[src/rtl/flood_game_ctrl.sv]
// Flood-It game sequencer: latches settings and seed, handshakes with the board
// generator, arbitrates player moves into the flood engine and declares win/loss.
module flood_game_ctrl #(
  parameter int unsigned MIN_SIZE   = 2,
  parameter int unsigned MAX_SIZE   = 26,
  parameter int unsigned MIN_COLORS = 3,
  parameter int unsigned MAX_COLORS = 8
) (
  input  logic        CLOCK,
  input  logic        RESET_N,
  input  logic        START_BTN,
  input  logic [4:0]  size_sel,
  input  logic [3:0]  color_sel,
  input  logic        move_valid,
  input  logic [2:0]  move_color,
  input  logic [2:0]  corner_color,
  input  logic        flood_done,
  input  logic        board_won,
  input  logic        BOARD_READY,
  output logic [15:0] seed,
  output logic        INITIALIZE_BOARD,
  output logic [4:0]  final_SIZE,
  output logic [3:0]  final_COLOR_NUM,
  output logic        flood_start,
  output logic [2:0]  flood_color,
  output logic [7:0]  move_count,
  output logic [7:0]  move_limit,
  output logic        PLAYING,
  output logic        GAME_WON,
  output logic        GAME_LOST
);

  localparam int unsigned SEED_W  = 16;
  localparam int unsigned SIZE_W  = 5;
  localparam int unsigned COLOR_W = 4;
  localparam int unsigned CNT_W   = 8;

  typedef enum logic [3:0] {
    IDLE, CONFIG, GEN, DRAIN, PLAY, FLOOD, CHECK, WON, LOST
  } state_t;

  state_t              state;
  state_t              state_next;
  logic [SEED_W-1:0]   seed_cnt;
  logic [SIZE_W-1:0]   size_clamp;
  logic [COLOR_W-1:0]  color_clamp;
  logic [CNT_W-1:0]    limit_calc;
  logic                move_ok;
  logic                accept;
  logic                playing_next;

  // Clamp requested settings into the legal board range
  always_comb begin
    size_clamp = size_sel;
    if (size_sel < SIZE_W'(MIN_SIZE)) begin
      size_clamp = SIZE_W'(MIN_SIZE);
    end else if (size_sel > SIZE_W'(MAX_SIZE)) begin
      size_clamp = SIZE_W'(MAX_SIZE);
    end
    color_clamp = color_sel;
    if (color_sel < COLOR_W'(MIN_COLORS)) begin
      color_clamp = COLOR_W'(MIN_COLORS);
    end else if (color_sel > COLOR_W'(MAX_COLORS)) begin
      color_clamp = COLOR_W'(MAX_COLORS);
    end
  end

  assign limit_calc = CNT_W'(size_clamp) + CNT_W'(size_clamp >> 1) + CNT_W'(color_clamp);

  assign move_ok = move_valid && ({1'b0, move_color} < final_COLOR_NUM)
                   && (move_color != corner_color);

  // Next-state logic; START_BTN outranks any concurrent move or flood completion
  always_comb begin
    state_next = state;
    accept     = 1'b0;
    case (state)
      IDLE:   if (START_BTN) state_next = CONFIG;
      CONFIG: state_next = GEN;
      GEN:    if (BOARD_READY) state_next = DRAIN;
      DRAIN:  if (!BOARD_READY) state_next = PLAY;
      PLAY: begin
        if (START_BTN) begin
          state_next = CONFIG;
        end else if (move_ok) begin
          accept     = 1'b1;
          state_next = FLOOD;
        end
      end
      FLOOD: begin
        if (START_BTN) state_next = CONFIG;
        else if (flood_done) state_next = CHECK;
      end
      CHECK: begin
        if (START_BTN) state_next = CONFIG;
        else if (board_won) state_next = WON;
        else if (move_count >= move_limit) state_next = LOST;
        else state_next = PLAY;
      end
      WON, LOST: if (START_BTN) state_next = CONFIG;
      default: state_next = IDLE;
    endcase
  end

  assign playing_next = (state_next == PLAY) || (state_next == FLOOD) || (state_next == CHECK);

  always_ff @(posedge CLOCK) begin
    if (!RESET_N) state <= IDLE;
    else          state <= state_next;
  end

  // Registered outputs and game datapath
  always_ff @(posedge CLOCK) begin
    if (!RESET_N) begin
      seed_cnt         <= SEED_W'(1);
      seed             <= '0;
      INITIALIZE_BOARD <= 1'b0;
      final_SIZE       <= SIZE_W'(MIN_SIZE);
      final_COLOR_NUM  <= COLOR_W'(MIN_COLORS);
      flood_start      <= 1'b0;
      flood_color      <= '0;
      move_count       <= '0;
      move_limit       <= '0;
      PLAYING          <= 1'b0;
      GAME_WON         <= 1'b0;
      GAME_LOST        <= 1'b0;
    end else begin
      seed_cnt         <= seed_cnt + SEED_W'(1);
      INITIALIZE_BOARD <= (state_next == GEN);
      flood_start      <= accept;
      PLAYING          <= playing_next;
      GAME_WON         <= (state_next == WON);
      GAME_LOST        <= (state_next == LOST);
      if (state == CONFIG) begin
        final_SIZE      <= size_clamp;
        final_COLOR_NUM <= color_clamp;
        seed            <= seed_cnt;
        move_count      <= '0;
        move_limit      <= limit_calc;
      end
      if (accept) begin
        flood_color <= move_color;
        if (move_count != {CNT_W{1'b1}}) move_count <= move_count + CNT_W'(1);
      end
    end
  end

endmodule

[config.mk]
export PLATFORM = sky130hd
export DESIGN_NAME = flood_game_ctrl
export DESIGN_NICKNAME = d
export VERILOG_FILES = /design/src/rtl/flood_game_ctrl.sv
export SDC_FILE = /design/constraint.sdc
export NUM_CORES = 1
export LEC_CHECK = 0
export CAP_MARGIN = 20
export CORE_UTILIZATION = 45
export CTS_CLUSTER_DIAMETER = 40
export DETAILED_ROUTE_END_ITERATION = 6
export MAX_ROUTING_LAYER = met4
export PLACE_DENSITY = 0.69
export SLEW_MARGIN = 10
export SYNTH_ARGS = -nofsm -noshare
export SYNTH_HDL_FRONTEND = slang
export SYNTH_SLANG_ARGS = --single-unit
[constraint.sdc]
create_clock -name CLOCK -period 5.1 [get_ports CLOCK]
set_input_delay 1.275 -clock CLOCK [delete_from_list [all_inputs] [get_ports CLOCK]]
set_output_delay 1.275 -clock CLOCK [all_outputs]
set_load 0.02 [all_outputs]
# Yosys cells after proc, flatten, opt, wreduce, memory -nomap -nowiden

Index checks and enable logic that the tools add are counted.

Latch bits: 0
Register bits after elaboration: 69
Output and inout bits: 49
Memories: 0
Bits in writable memories: 0
Memory bits (read-only): 0

Add/subtract/negate cells: 4
Multiplexer cells: 21
Bitwise logic cells: 0
Multiply operators: 0
Eq/ne operators: 16
Magnitude comparators: 6
Reduce and logical (&&, ||, !) cells: 6
Shift-type cells: 0
Div/mod/pow operators: 0

Operators by type and width:

| kind                                                                          | number |
|---|---|
| 4-bit 2-to-1 mux                                                              | 12 |
| 4-bit by 3-bit == test with 1-bit output (second input constant)              | 8 |
| 4-bit case mux with 7 select lines                                            | 1 |
| 8-bit 2-to-1 mux                                                              | 3 |
| 16-bit by 1-bit adder with 16-bit output (second input constant)              | 1 |
| 4-bit by 2-bit == test with 1-bit output (second input constant)              | 3 |
| 5-bit 2-to-1 mux                                                              | 2 |
| 8-bit by 1-bit adder with 8-bit output (second input constant)                | 1 |
| 4-bit == test (second input constant)                                         | 2 |
| 8-bit >= comparator                                                           | 1 |
| 8-bit != test (second input constant)                                         | 1 |
| 6-bit by 4-bit adder with 7-bit output                                        | 1 |
| 5-bit by 4-bit adder with 6-bit output                                        | 1 |
| 5-bit > comparator (second input constant)                                    | 1 |
| 5-bit by 2-bit less-than comparator with 1-bit output (second input constant) | 1 |
| 4-bit by 1-bit == test with 1-bit output (second input constant)              | 1 |
| 4-bit > comparator (second input constant)                                    | 1 |
| 4-bit zero test                                                               | 1 |
| 3-bit by 4-bit less-than comparator with 1-bit output                         | 1 |
| 4-bit by 2-bit less-than comparator with 1-bit output (second input constant) | 1 |
| 1-bit 2-to-1 mux                                                              | 3 |
| 3-bit != test                                                                 | 1 |
| 3-bit OR reduction                                                            | 1 |
| 1-bit logical AND                                                             | 2 |
| 1-bit logical OR                                                              | 2 |

# Depth between registers and ports, before layout

Gate-level depths: netlist of the first run.

Word-level depth: 9
Mapped depth: 12
Depth with buffers taken out: 12

# Worst setup path after synthesis of the first run

No wires, ideal clock.

Path type: input -> register
From: input port size_sel[3]
To: register move_limit[5]
Library setup time: 95 ps
Required time: 5005 ps
Data arrival time: 3616 ps
Slack: 1389 ps
Stages: 12
Cells stage by stage: inv_1 ha_1 o21ai_0 nand2_1 or3b_2 fa_1 ha_1 inv_1 fa_1 nor2b_1 o21ai_0 a221oi_1

Cells in the longest elaborated chain, start to end: 5

RTL lines:

| what                                     | RTL line | text |
|---|---|---|
| start, declared                          | 12       | `input logic [4:0] size_sel,` |
| 5-bit > comparator                       | 57       | `end else if (size_sel > SIZE_W'(MAX_SIZE)) begin` |
| 5-bit 2-to-1 mux                         | 57       |  |
| 5-bit 2-to-1 mux *                       | 55       | `if (size_sel < SIZE_W'(MIN_SIZE)) begin` |
| net size_clamp[1]                        | 45       | `logic [SIZE_W-1:0] size_clamp;` |
| 5-bit by 4-bit adder with 6-bit output * | 68       | `assign limit_calc = CNT_W'(size_clamp) + CNT_W'(size_clamp >> 1) + CNT_W'(color_clamp);` |
| 6-bit by 4-bit adder with 7-bit output * | 68       |  |
| end signal, assigned                     | 139      | `move_limit <= limit_calc;` |
| end, declared                            | 27       | `output logic [7:0] move_limit,` |

Mark *: on every way through the listed nets, which the timed path passes. The rest lies on a longest branch.
A chain may end at the register's enable or synchronous reset.

# Worst setup path in the final report of the first run

Same ends and word-level chain as after synthesis.

==> results.yml, run 1 <==
synthesis:
  yosys-top-cells-count: "nand2_1 (69), dfxtp_1 (67), a21oi_1 (38)"
  yosysTopAreaCellShare_pct: 40.8
  synth.distinct_cells: 50
  syn_avg_cell_area_sq_um: 8.41
  syn_inst: 391
  synthMostInstantiatedCell: "nand2_1"
  ys_seq_area_share_pct: 40.8
  synth_top_cell_by_area: "dfxtp_1"
  ys_top_cells_by_area: "dfxtp_1 (41%), nand2_1 (7.9%), ha_1 (6.5%)"
  synth_edf_count: 0
  syn_area_sq_um: 3290
  synth_ff_type: "dfxtp_1"
  ys_warn_count: 0
  ys_async_sr_fraction_pct: 0
  synth_seq_cells: 67
detailed_routing:
  finalWirelength_mm: 7.51
  drtPass1Iterations: 4
  drcViolationCount: 0
  vias: 2864
  drtAntennaViolNets: 0
  avgViaCountPerCell: 5.17
  drt-initial-drc-count: 91
  wire_per_inst_um: 13.5
timing:
  fmax_mhz: 244
  tns_ns: 0
  period_share_pct: 80.4
  fin_crit_ns: 4.10
  slew_headroom_pct: 37.7
  final-setup-viol-count: 0
  worst_slew_pin_slew_ns: 0.933
  final_max_slew_viol_count: 0
  finalHoldViolations: 0
  skew_ns: 0.0106
  hold_ws_ns: 0.429
  rsz0062_at_grt: "false"
placed_design:
  gp_congestion: 0.855
  dp_hpwl_mm: 5.30
  portBuffers: 68
clock_tree:
  cts_root_buf: "clkbuf_8"
  cts_tree: "built"
  ctsHoldBuffers: 0
  clk_pin_slew_worst_paths_ns: 0.07
  clk_path_buf_depth: 2
  h-tree-depth: 3
  postCtsSetupBuffers: 0
  post_cts_resized: 0
  clk_latency_ns: 0.34
  numCtsBuffers: 9
  cts_num_sinks: 67
floorplan:
  die_height_um: 87.5
  core-area_sq_um: 6910
  start_util_pct: 47.6
  rows: 30
  fp.dieW_um: 87.5
  die_area_sq_um: 7650
  ios: 71
status:
  status: "finished clean"
grt:
  met1_usage_pct: 26.8
  grt_overflow: 0
  busiest_layer: "met2"
  grt_use_met2_pct: 35.6
  antenna_found_initial: 0
  grt_max_degree: 55
  track_usage_pct: 22.0
  grt_pass1_vias: 2698
  grt_use_met3_pct: 6.64
  grt_pass1_wl_mm: 12.7
worst_hold_path:
  hold_path_class: "reg2reg"
final_layout:
  drive_gt1_share_pct: 5.68
  syn_to_final_growth_pct: 29.7
  nets: 497
  fill_cells: 645
  antenna_cells: 0
critical_path:
  cp.required_ns: 5.34
  cp-end-kind: "flip-flop"
  crit_type: "in2reg"
  critPathMaxFanout: 5
  setup.worst_path.start_class: "input pin"
  crit_arrival_ns: 4.34
power:
  vdd_ir_drop_max_mv: 0.180
  power.density_nw_per_um2: 296
  p_leak_nw: 1.59
flow_run:
  drv_cap: 0
==> registers in the layout (all words and copies together) (netlist names) <==
| register | count |
|---|---|
| seed_cnt | 16 |
| final_COLOR_NUM | 4 |
| GAME_WON | 1 |
| state | 4 |
| seed | 16 |
| flood_start | 1 |
| move_count | 8 |
| flood_color | 3 |
| PLAYING | 1 |
| move_limit | 6 |
| GAME_LOST | 1 |
| final_SIZE | 5 |
| INITIALIZE_BOARD | 1 |
==> path summary, 6_finish.rpt <==
path	start	to	slack, ns	cells after the start
setup reg to reg	final_COLOR_NUM[1]$_SDFFE_PN1P_	move_count[3]$_SDFF_PN0_	2.73	7
setup / recovery	size_sel[3]	move_limit[5]$_SDFFE_PN0P_	1.00	12
hold / removal	seed_cnt[0]$_SDFF_PN1_	seed_cnt[0]$_SDFF_PN1_	0.43	1
hold reg to reg	seed_cnt[0]$_SDFF_PN1_	seed_cnt[0]$_SDFF_PN1_	0.43	1
==> power by group <==
group	switching [mW]	internal, mW
registers	0.0172	0.541
logic	0.114	0.0912
clock network	0.196	0.301
total	0.327	0.934
==> per-stage QoR <==
| stage | util [%] | std cells | setup WS, ns | total power [mW] | area [sq um] |
|---|---|---|---|---|---|
| final | 61.7 | 554 | 1.00 | 1.26 | 4260 |
| after global routing | 61.7 | 554 | 0.803 | 1.32 | 4260 |
| after CTS | 61.7 | 554 | 1.01 | 1.27 | 4260 |
| after detailed placement | 58.4 | 538 | 0.660 | 0.775 | 4040 |
| after global placement | 58.4 | 538 | 0.740 | 0.772 | 4040 |
| after floorplan | - | 392 | 1.39 | 0.699 | 3290 |
==> cell families (layout without fill, tap and decap cells) <==
logic type | count (synthesis) | after routing | synth area share, %
other cells | 1 | 2 | 0.114
buf+inv | 40 | 106 | 4.95
fa+ha+maj | 22 | 22 | 9.52
compound gates | 72 | 72 | 13.3
flops | 67 | 67 | 40.8
xor+xnor | 19 | 19 | 5.06
simple gates | 165 | 165 | 24.7
mux | 5 | 5 | 1.52
==> layer usage <==
| metal | vias up | share of wire (%) |
|---|---|---|
| met5 | - | 0 |
| met4 | 0 | 1.1 |
| met3 | 8 | 6.4 |
| met2 | 79 | 47 |
| met1 | 1323 | 45 |
| li1 | 1454 | - |
==> worst max-delay path, stage by stage <==
cell and delay [ns]:
clkdlybuf4s50_1 0.56, inv_1 0.09, ha_1 0.20, nand2_1 0.12, or3b_2 0.52, fa_1 0.53, ha_1 0.16, inv_1 0.05
fa_1 0.39, nor2b_1 0.12, o21ai_0 0.09, a221oi_1 0.23
==> cell type report <==
type	instances	area (sq um)	area share (%)
timing repair buffer	71	703	16.5
sequential	67	1340	31.5
tap	96	120	2.82
clock inverter	4	72.6	1.70
multi-input combinational	285	1800	42.2
inverter	19	71.3	1.67
clock buffer	12	155	3.64
==> layout by cell type, fill, tap and decap left out, types with 11 or more instances in the layout <==
cell type	count
dfxtp_1	67
clkdlybuf4s50_1	68
clkbuf_8	11
ha_1	17
nand2_1	69
a21oi_1	38
xor2_1	11
nor2_1	27
nand3_1	14
inv_1	18
(Power assumes the default switching activity.)
==> run 2, diff against run 1 <==
--- a/config.mk
+++ b/config.mk
@@ -10,7 +10,7 @@
 export CTS_CLUSTER_DIAMETER = 40
 export DETAILED_ROUTE_END_ITERATION = 6
 export MAX_ROUTING_LAYER = met4
-export PLACE_DENSITY = 0.69
+export PLACE_DENSITY = 0.72
 export SLEW_MARGIN = 10
 export SYNTH_ARGS = -nofsm -noshare
 export SYNTH_HDL_FRONTEND = slang
==> constraint.sdc (replaced) <==
create_clock -name CLOCK -period 3.3 [get_ports CLOCK]
set_input_delay 0.825 -clock CLOCK [delete_from_list [all_inputs] [get_ports CLOCK]]
set_output_delay 0.825 -clock CLOCK [all_outputs]
set_load 0.02 [all_outputs]
==> results.yml, run 2 (synthesis results as in run 1) <==
status:
  status: "finished clean"
clock_tree:
  clk_path_buf_depth: 2
  numCtsBuffers: 9
  cts_num_sinks: 67
  clk_latency_ns: 0.34
  h-tree-depth: 3
  ctsHoldBuffers: 0
  clk_pin_slew_worst_paths_ns: 0.08
  cts_root_buf: "clkbuf_8"
  cts_tree: "built"
power:
  power_frac_clock_pct: 40.9
  power.density_nw_per_um2: 462
  vdd_ir_drop_max_mv: 0.306
  intPower_mw: 1.50
  p_sw_uw: 530
  p_leak_nw: 1.68
  p_comb_share_pct: 16.7
  seqPwrFrac_pct: 42.5
  p_sw_share_pct: 26.1
  power_mw: 2.03
flow_run:
  drv_cap: 0
final_layout:
  drive_gt1_share_pct: 9.98
  layout_common_cells: "nand2_1 (69), dfxtp_1 (67), clkdlybuf4s50_1 (64), a21oi_1 (38), nor2_1 (27)"
  top_regs: "seed (16), seed_cnt (16), move_count (8)"
  syn_to_final_growth_pct: 33.4
  final_common_cell: "nand2_1"
  multi_input_comb_area_sq_um: 1810
  regArea_sq_um: 1340
  nets: 510
  fill_cells: 615
  antenna_cells: 0
critical_path:
  worst_r2r_startpoint: "final_COLOR_NUM[1]$_SDFFE_PN1P_"
  r2r-end: "move_count[3]$_SDFF_PN0_"
  crit_top_cell: "nor2b_1"
  crit_family: "adder cells"
  crit_chain: "clkdlybuf4s50_1, a21oi_1, nor2b_1, or3b_4, fa_1, ha_2, inv_1, fa_2, nor2b_1, o21ai_0, a221oi_1"
  r2r_slack_ns: 0.99
  r2r_cells: 7
  critPathBufInv: 2
  setup.worst_path.start_class: "input pin"
  critPathMaxFanout: 2
  crit_arrival_ns: 3.40
  crit_type: "in2reg"
  path_depth: 11
  cp.required_ns: 3.54
  cp-end-kind: "flip-flop"
  worst_path_max_delay_cell: "fa_1"
  slowest_delay_ns: 0.57
timing:
  fin_crit_ns: 3.17
  rsz0062_at_grt: "false"
  period_share_pct: 96.0
  final-setup-viol-count: 0
  worst_slew_pin_slew_ns: 0.735
  skew_ns: 0.0132
  fmax_mhz: 316
  final_max_slew_viol_count: 0
  slew_headroom_pct: 50.6
  hold_ws_ns: 0.422
  finalHoldViolations: 0
worst_hold_path:
  hold_path_class: "reg2reg"
  hold_path_startpoint: "seed_cnt[0]$_SDFF_PN1_"
  worstHoldEndpoint: "seed_cnt[0]$_SDFF_PN1_"
  min_path_cells: 1
detailed_routing:
  drtPass1Iterations: 4
  avgViaCountPerCell: 5.23
  drtAntennaViolNets: 0
  drcViolationCount: 0
  wire_per_inst_um: 13.5
  vias: 2963
  drt-initial-drc-count: 99
  finalWirelength_mm: 7.67
grt:
  track_usage_pct: 21.8
  antenna_found_initial: 0
  grt_pass1_wl_mm: 12.6
  grt_max_degree: 38
  grt_overflow: 0
  grt_pass1_vias: 2844
placed_design:
  gp_congestion: 0.853
  dp_hpwl_mm: 5.50
  portBuffers: 68
floorplan:
  die_area_sq_um: 7650
  fp.dieW_um: 87.5
  start_util_pct: 47.6
  die_height_um: 87.5
  ios: 71
  rows: 30
  core-area_sq_um: 6910
## run 2: repair_timing
item                                    in CTS  in global routing
pin swaps                                    1                  6
hold endpoints to repair                     0                  0
endpoints found under the setup margin       3                  2
buffers inserted                             1                  0
gates resized for setup                      5                 10
## run 2: power groups by stage
stage	sequential [mW]	combinational (mW)	clock, mW
floorplan	0.896	0.184	0
global route	0.865	0.373	0.878
detailed placement	0.879	0.334	0
CTS	0.860	0.339	0.848
global placement	0.879	0.327	0
finish	0.861	0.338	0.829
## run 2: worst register-to-register path, delay by kind of cell, from the launching register on
kind                     cells  cell delay (ns)
AO/OA/AOI/OAI                1             0.16
adder cells (fa/ha/maj)      1             0.20
buffers and inverters        1             0.08
flip-flops                   1             0.35
AND/OR/NAND/NOR              4             1.44
## run 2: final cells by class
cell class	instances	share of cell area, %
Clock buffer	9	2.83
Tap cell	96	2.74
Sequential cell	67	30.6
Clock inverter	7	2.83
Timing Repair Buffer	84	18.2
Inverter	19	1.63
Multi-Input combinational cell	285	41.2
## run 2: worst max path at each step
stage / end / startpoint
after floorplan: move_limit[5]$_SDFFE_PN0P_ / size_sel[3]
after global placement: move_limit[5]$_SDFFE_PN0P_ / size_sel[3]
after detailed placement: move_limit[5]$_SDFFE_PN0P_ / size_sel[3]
after CTS: move_limit[5]$_SDFFE_PN0P_ / size_sel[1]
after global routing: move_limit[5]$_SDFFE_PN0P_ / size_sel[0]
final: move_limit[5]$_SDFFE_PN0P_ / size_sel[0]
## run 2: metal layers
metal | part of all wire, % | vias up | global-route usage (%) | routed length [um]
met5 | 0 | - | - | 0
met2 | 47 | 76 | 37.2 | 3610
li1 | - | 1477 | - | -
met4 | 0.59 | 0 | 5.22 | 45
met1 | 47 | 1404 | 25.4 | 3580
met3 | 5.6 | 6 | 5.88 | 432
## run 2: through the flow
step           util (%)  setup TNS, ns  instance area [sq um]  cells  worst slack (ns)
6_report           63.5              0                   4380    567             0.134
5_1_grt            63.5              0                   4380    567           0.00582
4_1_cts            63.4              0                   4380    566            0.0568
3_5_place_dp       59.6          -1.87                   4120    549            -0.563
3_3_place_gp       59.6          -1.41                   4120    549            -0.454
2_1_floorplan         -              0                   3290    392            0.0388
